### src/rtl/ctrl_intersection.sv
// Two-approach intersection sequencer: main road rests in green, latched side request served after minimum green.
// Phase changes happen only on prescaler ticks; heads are decoded combinationally from the current phase.
module ctrl_intersection #(
  parameter int unsigned TICK_DIV   = 50_000_000,
  parameter int unsigned MIN_GREEN  = 8,
  parameter int unsigned SIDE_GREEN = 5,
  parameter int unsigned YELLOW     = 2,
  parameter int unsigned ALLRED     = 1
) (
  input  logic       clk,
  input  logic       res,
  input  logic       req,
  output logic [2:0] main_rgb,
  output logic [2:0] side_rgb,
  output logic [2:0] phase,
  output logic       req_pending,
  output logic       tick
);

  localparam int unsigned MAX_AB  = (MIN_GREEN > SIDE_GREEN) ? MIN_GREEN : SIDE_GREEN;
  localparam int unsigned MAX_CD  = (YELLOW > ALLRED) ? YELLOW : ALLRED;
  localparam int unsigned MAXD    = (MAX_AB > MAX_CD) ? MAX_AB : MAX_CD;
  localparam int unsigned PW      = $clog2(TICK_DIV);
  localparam int unsigned TW      = $clog2(MAXD + 1);

  if (TICK_DIV < 2 || MIN_GREEN < 1 || SIDE_GREEN < 1 || YELLOW < 1 || ALLRED < 1) begin : g_bad_param
    $error("ctrl_intersection: durations must be >=1 and TICK_DIV >=2");
  end

  typedef enum logic [2:0] {
    MAIN_GREEN  = 3'd0,
    MAIN_YELLOW = 3'd1,
    ALLRED_A    = 3'd2,
    SIDE_GREEN_P= 3'd3,
    SIDE_YELLOW = 3'd4,
    ALLRED_B    = 3'd5
  } phase_e;

  localparam logic [2:0] RED = 3'b100;
  localparam logic [2:0] YEL = 3'b110;
  localparam logic [2:0] GRN = 3'b010;

  phase_e          phase_q, phase_d;
  logic [PW-1:0]   presc_q, presc_d;
  logic [TW-1:0]   timer_q, timer_d;
  logic            pend_q,  pend_d;
  logic [TW-1:0]   last_tick;

  assign tick        = (presc_q == PW'(TICK_DIV - 1));
  assign phase       = phase_q;
  assign req_pending = pend_q;

  // Timer value on whose tick a timed phase ends.
  always_comb begin
    last_tick = '0;
    case (phase_q)
      MAIN_YELLOW, SIDE_YELLOW: last_tick = TW'(YELLOW - 1);
      ALLRED_A, ALLRED_B:       last_tick = TW'(ALLRED - 1);
      SIDE_GREEN_P:             last_tick = TW'(SIDE_GREEN - 1);
      default:                  last_tick = '0;
    endcase
  end

  always_comb begin
    phase_d = phase_q;
    presc_d = tick ? '0 : presc_q + 1'b1;
    timer_d = timer_q;
    pend_d  = pend_q | (req && (phase_q != SIDE_GREEN_P));

    if (tick) begin
      if (phase_q != MAIN_GREEN || 32'(timer_q) < MIN_GREEN) begin
        timer_d = timer_q + 1'b1;
      end
    end

    case (phase_q)
      MAIN_GREEN: begin
        if (tick && (32'(timer_q) + 32'd1 >= MIN_GREEN) && pend_q) phase_d = MAIN_YELLOW;
      end
      MAIN_YELLOW:  if (tick && timer_q == last_tick) phase_d = ALLRED_A;
      ALLRED_A:     if (tick && timer_q == last_tick) phase_d = SIDE_GREEN_P;
      SIDE_GREEN_P: if (tick && timer_q == last_tick) phase_d = SIDE_YELLOW;
      SIDE_YELLOW:  if (tick && timer_q == last_tick) phase_d = ALLRED_B;
      ALLRED_B:     if (tick && timer_q == last_tick) phase_d = MAIN_GREEN;
      default:      phase_d = ALLRED_B;
    endcase

    // Entering a phase restarts its timing; entering side green consumes the request.
    if (phase_d != phase_q) begin
      presc_d = '0;
      timer_d = '0;
      if (phase_d == SIDE_GREEN_P) pend_d = 1'b0;
    end
  end

  always_ff @(posedge clk or negedge res) begin
    if (!res) begin
      phase_q <= ALLRED_B;
      presc_q <= '0;
      timer_q <= '0;
      pend_q  <= 1'b0;
    end else begin
      phase_q <= phase_d;
      presc_q <= presc_d;
      timer_q <= timer_d;
      pend_q  <= pend_d;
    end
  end

  always_comb begin
    main_rgb = RED;
    side_rgb = RED;
    case (phase_q)
      MAIN_GREEN:   main_rgb = GRN;
      MAIN_YELLOW:  main_rgb = YEL;
      SIDE_GREEN_P: side_rgb = GRN;
      SIDE_YELLOW:  side_rgb = YEL;
      default: begin
        main_rgb = RED;
        side_rgb = RED;
      end
    endcase
  end

endmodule

### config.mk
export PLATFORM = sky130hd
export DESIGN_NAME = ctrl_intersection
export DESIGN_NICKNAME = d
export VERILOG_FILES = /design/src/rtl/ctrl_intersection.sv
export SDC_FILE = /design/constraint.sdc
export NUM_CORES = 1
export LEC_CHECK = 0
export ABC_AREA = 1
export BUFFER_PORTS_ARGS = -buffer_cell sky130_fd_sc_hd__buf_4
export CAP_MARGIN = 20
export CORE_MARGIN = 4
export CORE_UTILIZATION = 52
export DETAILED_ROUTE_END_ITERATION = 10
export PLACE_DENSITY = 0.78
export SYNTH_ARGS = -nofsm -noshare
export SYNTH_HDL_FRONTEND = slang
export SYNTH_SLANG_ARGS = --single-unit
### constraint.sdc
create_clock -name clk -period 4.2 [get_ports clk]
set_input_delay 0.42 -clock clk [delete_from_list [all_inputs] [get_ports clk]]
set_output_delay 0.42 -clock clk [all_outputs]
set_load 0.02 [all_outputs]
* Word-level counts from Yosys, hierarchy flattened
Index checks and enable logic that the tools add are counted.
Word-level totals: input bits 3, register bits 34, output and inout port bits 11
Cells by class: equality and inequality tests 10, magnitude comparators 2, bitwise logic cells 1, reduce and logical (&&, ||, !) cells 11, $add $sub $neg 3, mux-type cells 17
Operator list (count):
- $mux 26 | 2
- $add 26x1->26 const B | 1
- $eq 26x26->1 const B | 1
- $mux 3 | 6
- $pmux 3 s2 | 3
- $pmux 3 s6 | 1
- $mux 4 | 3
- $eq 3x2->1 const B | 3
- $eq 3x3->1 const B | 2
- $add 4x1->5 const B | 1
- $ge 5x4->1 const B | 1
- $add 4x1->4 const B | 1
- $eq 4x4->1 | 1
- $logic_and 1x1->1 | 4
- $lt 4x4->1 const B | 1
- $reduce_bool 2->1 | 2
- $eq 3x1->1 const B | 1
- $logic_not 3->1 | 1
- $ne 3x2->1 const B | 1
- $ne 3x3->1 | 1
- $reduce_bool 3->1 | 1
- $mux 1 | 2
- $reduce_and 2->1 | 1
- $reduce_or 2->1 | 1
- other kinds (2) | 2

* Depth between registers and ports, before layout
depth in word-level cells 10, gate-level depth with buffers 15, depth with buffers taken out 13

* Worst setup path after synthesis
Ideal clock, no wire load.
kind register to register, from register phase_q[0], in the netlist phase[0], to register presc_q[10], data arrival time 2015 ps, path slack 2062 ps, period minus slack after synthesis 2138 ps, data required time 4076 ps, path buffers 2, setup time 124 ps, stages on the path, launching flop included 14, cell sequence dfstp_2 -> buf_2 -> nand3_1 -> nand2_1 -> nand3_1 -> nor2_1 -> nand3_1 -> nand2_1 -> nand2_1 -> nand2_2 -> nand2_2 -> nand2_4 -> buf_8 -> nor2_4
On the way: word-level cells in the longest chain between the ends 9, elaborated cells on any way between the ends 19, those cells by class eq/ne: 7; mux: 9; reduce/logical: 3
RTL lines:
- start, declared | RTL line 43 | phase_e phase_q, phase_d;
- start signal, assigned | RTL line 103 | phase_q <= phase_d;
- $eq 3x3->1 or $eq 3x1->1 (tied branches) | RTL line 56, 76
- $reduce_or 2->1 | RTL line 56 | case (phase_q)
- $pmux 3 s2 | RTL line 56
- $eq 4x4->1
- $logic_and 1x1->1
- $mux 3, on equally long branches
- $pmux 3 s6 (*) | RTL line 76 | case (phase_q)
- net phase_d[0] | RTL line 43
- $ne 3x3->1 (*) | RTL line 89 | if (phase_d != phase_q) begin
- $mux 26 (*) | RTL line 89
- net presc_d[10] | RTL line 44 | logic [PW-1:0] presc_q, presc_d;
- end signal, assigned | RTL line 104 | presc_q <= presc_d;
- end, declared | RTL line 44
The timed path passes the listed nets; every way through them passes the cells marked *. A chain may end at the register's enable or synchronous reset.

* Worst setup path after layout
from register presc_q[15], to register presc_q[0]
On the way: word-level cells in the longest chain between the ends 7, elaborated cells on any way between the ends 14, those cells by class eq/ne: 2; mux: 9; reduce/logical: 3
RTL lines:
- $eq 26x26->1 (*) | RTL line 49 | assign tick = (presc_q == PW'(TICK_DIV - 1));
- $logic_and 1x1->1 (2 in series) | RTL line 78 | if (tick && (32'(timer_q) + 32'd1 >= MIN_GREEN) && pend_q) phase_d = MAIN_YELLOW;
- $mux 3 | RTL line 78
- $pmux 3 s6 (*) | RTL line 76
- net phase_d[0] | RTL line 43
- $ne 3x3->1 (*) | RTL line 89
- $mux 26 (*) | RTL line 89
- net presc_d[0] | RTL line 44
Marks and branches as above.

==> metrics.md <==
| Metric | Value |
|---|---|
| Fmax | 449 MHz |
| CTS clk-pin slew, worst paths | 0.07 ns |
| Most common cell in the synthesized netlist | nand2_1 |
| Max FO, Critical Path | 30 |
| Synth Instances | 313 |
| Met1 usage | 0.260 |
| Mean post-synth cell area | 7.46 um2 |
| Number of global-route vias before repair | 1,789 |
| Initial antenna violation count | 0 |
| Setup Fix Bufs, Post-CTS | 0 |
| Area leader, netlist | dfrtp_1 |
| Final hold vios | 0 |
| Clk root buf | clkbuf_8 |
| Hold crit path type | input pin to async pin |
| Wire length per cell | 12.8 um |
| Leak Pwr | 1.14 nW |
| GPL Wtd Cong | 0.873 |
| Register area share after synthesis | 0.366 |
| Synth top cells by count | 74 x nand2_1, 44 x inv_1, 32 x dfrtp_1 |
| DRC viols | 0 |
| Clock Latency Late Sink | 0.29 ns |
| Clock buffer depth | 2 |
| DR vias | 1,945 |
| I/O Buffers | 11 |
| Final period utilization | 0.530 |
| Crit start category | register |
| Largest net degree at the start of global routing | 35 |
| Crit. End Element | register |
| First-pass GRT wire length | 8.38 mm |
| IO Pins | 14 |
| Pwr dens | 245 nW/um2 |
| Ranking of synthesized cells by area | dfrtp_1 34%, nand2_1 12%, inv_1 7.1%, nand3_1 6.6%, nor2_2 5.6% |
| Core area | 4350 um2 |
| Initial core utilization | 0.536 |
| Detailed placement HPWL | 3.59 mm |
| Yosys top cell area share | 0.343 |
| Die H | 75.0 um |
| Outcome | finished clean |
| VDD IR-drop max | 0.141 mV |
| Gates resized, CTS repair | 0 |
| Antenna Cells | 0 |
| Final-report max-slew violation count | 0 |
| Nets | 330 |
| GR peak layer | met2 |
| Async S/R FF share, synth | 1.00 |
| Finished Cell Area | 2530 um2 |
| Initial DRC count | 133 |
| Dpl cell area | 2420 um2 |
| GR Overflow Total | 0 |
| Met3 GRT Util | 0.0374 |
| CP required | 4.35 ns |
| Period minus WS final | 2.23 ns |
| Multi-input gate area | 1250 um2 |
| Top_reg_cell synth | dfrtp_1 |
| Worst Clk Skew | 0.00317 ns |
| Layout area overhead | 8.36% |
| Worst-case hold slack | 0.0676 ns |
| Max-slew headroom | 0.569 |
| CTS tree | done |
| Post-route setup TNS | 0 ns |
| Worst path cell trace | nand2_1 -> nor2_2 -> nand3_1 -> nor2_1 -> nand2_1 -> o21a_1 -> nand2_2 -> nand2_2 -> nand2_4 -> nor2_2 |
| Clk sinks | 34 |
| Crit path DAT | 2.38 ns |
| Die area | 5620 um2 |
| RSZ-0062 raised after global routing | false |
| Max cap viols | 0 |
| Syn. warnings | 0 |
| All-Layer GR Usage | 0.197 |
| Met2 usage | 0.313 |
| Cell area after synthesis | 2330 um2 |
| Netlist cell types | 32 |
| Crit Path Category | register to register |
| Share of post-route cells with drive strength above 1 | 0.209 |
| CTS H-Tree Depth | 2 |
| Final antenna-violating net count | 0 |
| Drt first pass iters | 4 |
| Synthesized flop and latch total | 34 |
| CP max-delay cell | nand2_4 |
| Worst slew pin tran | 0.646 ns |
| WL final | 4.84 mm |
| EDFF count, synth | 0 |
| Register area | 853 um2 |
| Cts bufs inserted | 5 |
| Cts hold-fix bufs | 0 |
| Final Setup Violations | 0 |
| DIE WIDTH | 75.0 um |
| Rows | 24 |
| Largest stage delay on the critical path | 0.48 ns |
| Fillcell total | 403 |
| DR vias/cell | 5.16 |
==> metal layers <==
| layer | vias to the layer above | wire length (um) |
|---|---|---|
| met3 | 9 | 186 |
| li1 | 997 | - |
| met5 | - | 0 |
| met1 | 897 | 2260 |
| met2 | 42 | 2300 |
| met4 | 0 | 91 |
==> through the flow <==
step / setup slack (ns) / total power, mW / instances / util
3_3_place_gp: 2.04 / 0.343 / 369 / 0.555
4_1_cts: 1.97 / 0.627 / 377 / 0.581
2_1_floorplan: 2.06 / 0.337 / 314 / -
3_5_place_dp: 1.98 / 0.343 / 369 / 0.555
6_report: 1.97 / 0.620 / 377 / 0.581
5_1_grt: 1.75 / 0.643 / 377 / 0.581
==> worst paths after layout <==
path / startpoint / to / slack [ns] / cells after the start
setup / recovery: presc_q[15] / presc_q[0] / 1.97 / 10
hold / removal: res / presc_q[22] / 0.07 / 1
max in group asynchronous: res / phase[2] / 3.81 / 1
min in group clk: req / req_pending / 0.41 / 3
hold reg to reg: phase[2] / phase[2] / 0.54 / 2
setup reg to reg: presc_q[15] / presc_q[0] / 1.97 / 10
==> worst max-delay path, delay by kind of cell (launching register included) <==
| family | cells | cell delay, ns |
|---|---|---|
| flip-flops | 1 | 0.43 |
| AO/OA/AOI/OAI | 1 | 0.21 |
| AND/OR/NAND/NOR | 9 | 1.44 |
==> cell type report <==
type | count | share of cell area
Tap cell | 52 | 0.0257
Clock buffer | 8 | 0.0435
Inverter | 44 | 0.0653
Timing Repair Buffer | 11 | 0.0327
Multi-Input combinational cell | 228 | 0.495
Sequential cell | 34 | 0.337
==> layout by cell type (no fill, tap or decap) <==
cell type   n
nand2_1    74
nor3_1     14
nand2_2     3
xor2_1     10
nand3_4     1
nor3_4      1
dfrtp_1    32
nor2_1     24
nand3b_1    1
xnor2_1     2
nand3_1    31
a21oi_1     2
ha_1        3
a21oi_2     1
o21a_1      1
nor2_2     21
conb_1      2
buf_4      11
nor4_1      6
nand4_1     6
or2_2       7
nor2_4     11
o21bai_1    1
nand3_2     1
dfstp_2     2
clkbuf_8    8
o21ai_0     4
inv_1      44
nand2_4     1
==> sequential cells by signal, summed over array words and instances, names as in the netlist <==
| signal | count |
|---|---|
| req_pending | 1 |
| presc_q | 26 |
| timer_q | 4 |
| phase | 3 |
==> cells by family after synthesis <==
logic type / synth area share
AOI/OAI and AO/OA: 0.0231
xor gates and xnor gates: 0.0450
adders and majority gates: 0.0161
buffers and inverters: 0.0992
DFF: 0.366
other: 0.00161
and+or+nand+nor: 0.449
==> where the power goes <==
part	switching [mW]	leakage, nW	internal (mW)
registers	0.0000000000000000392	0.448	0.327
clock network	0.118	0.0575	0.166
logic	0.00770	0.632	0.00120
(Power assumes the default switching activity.)
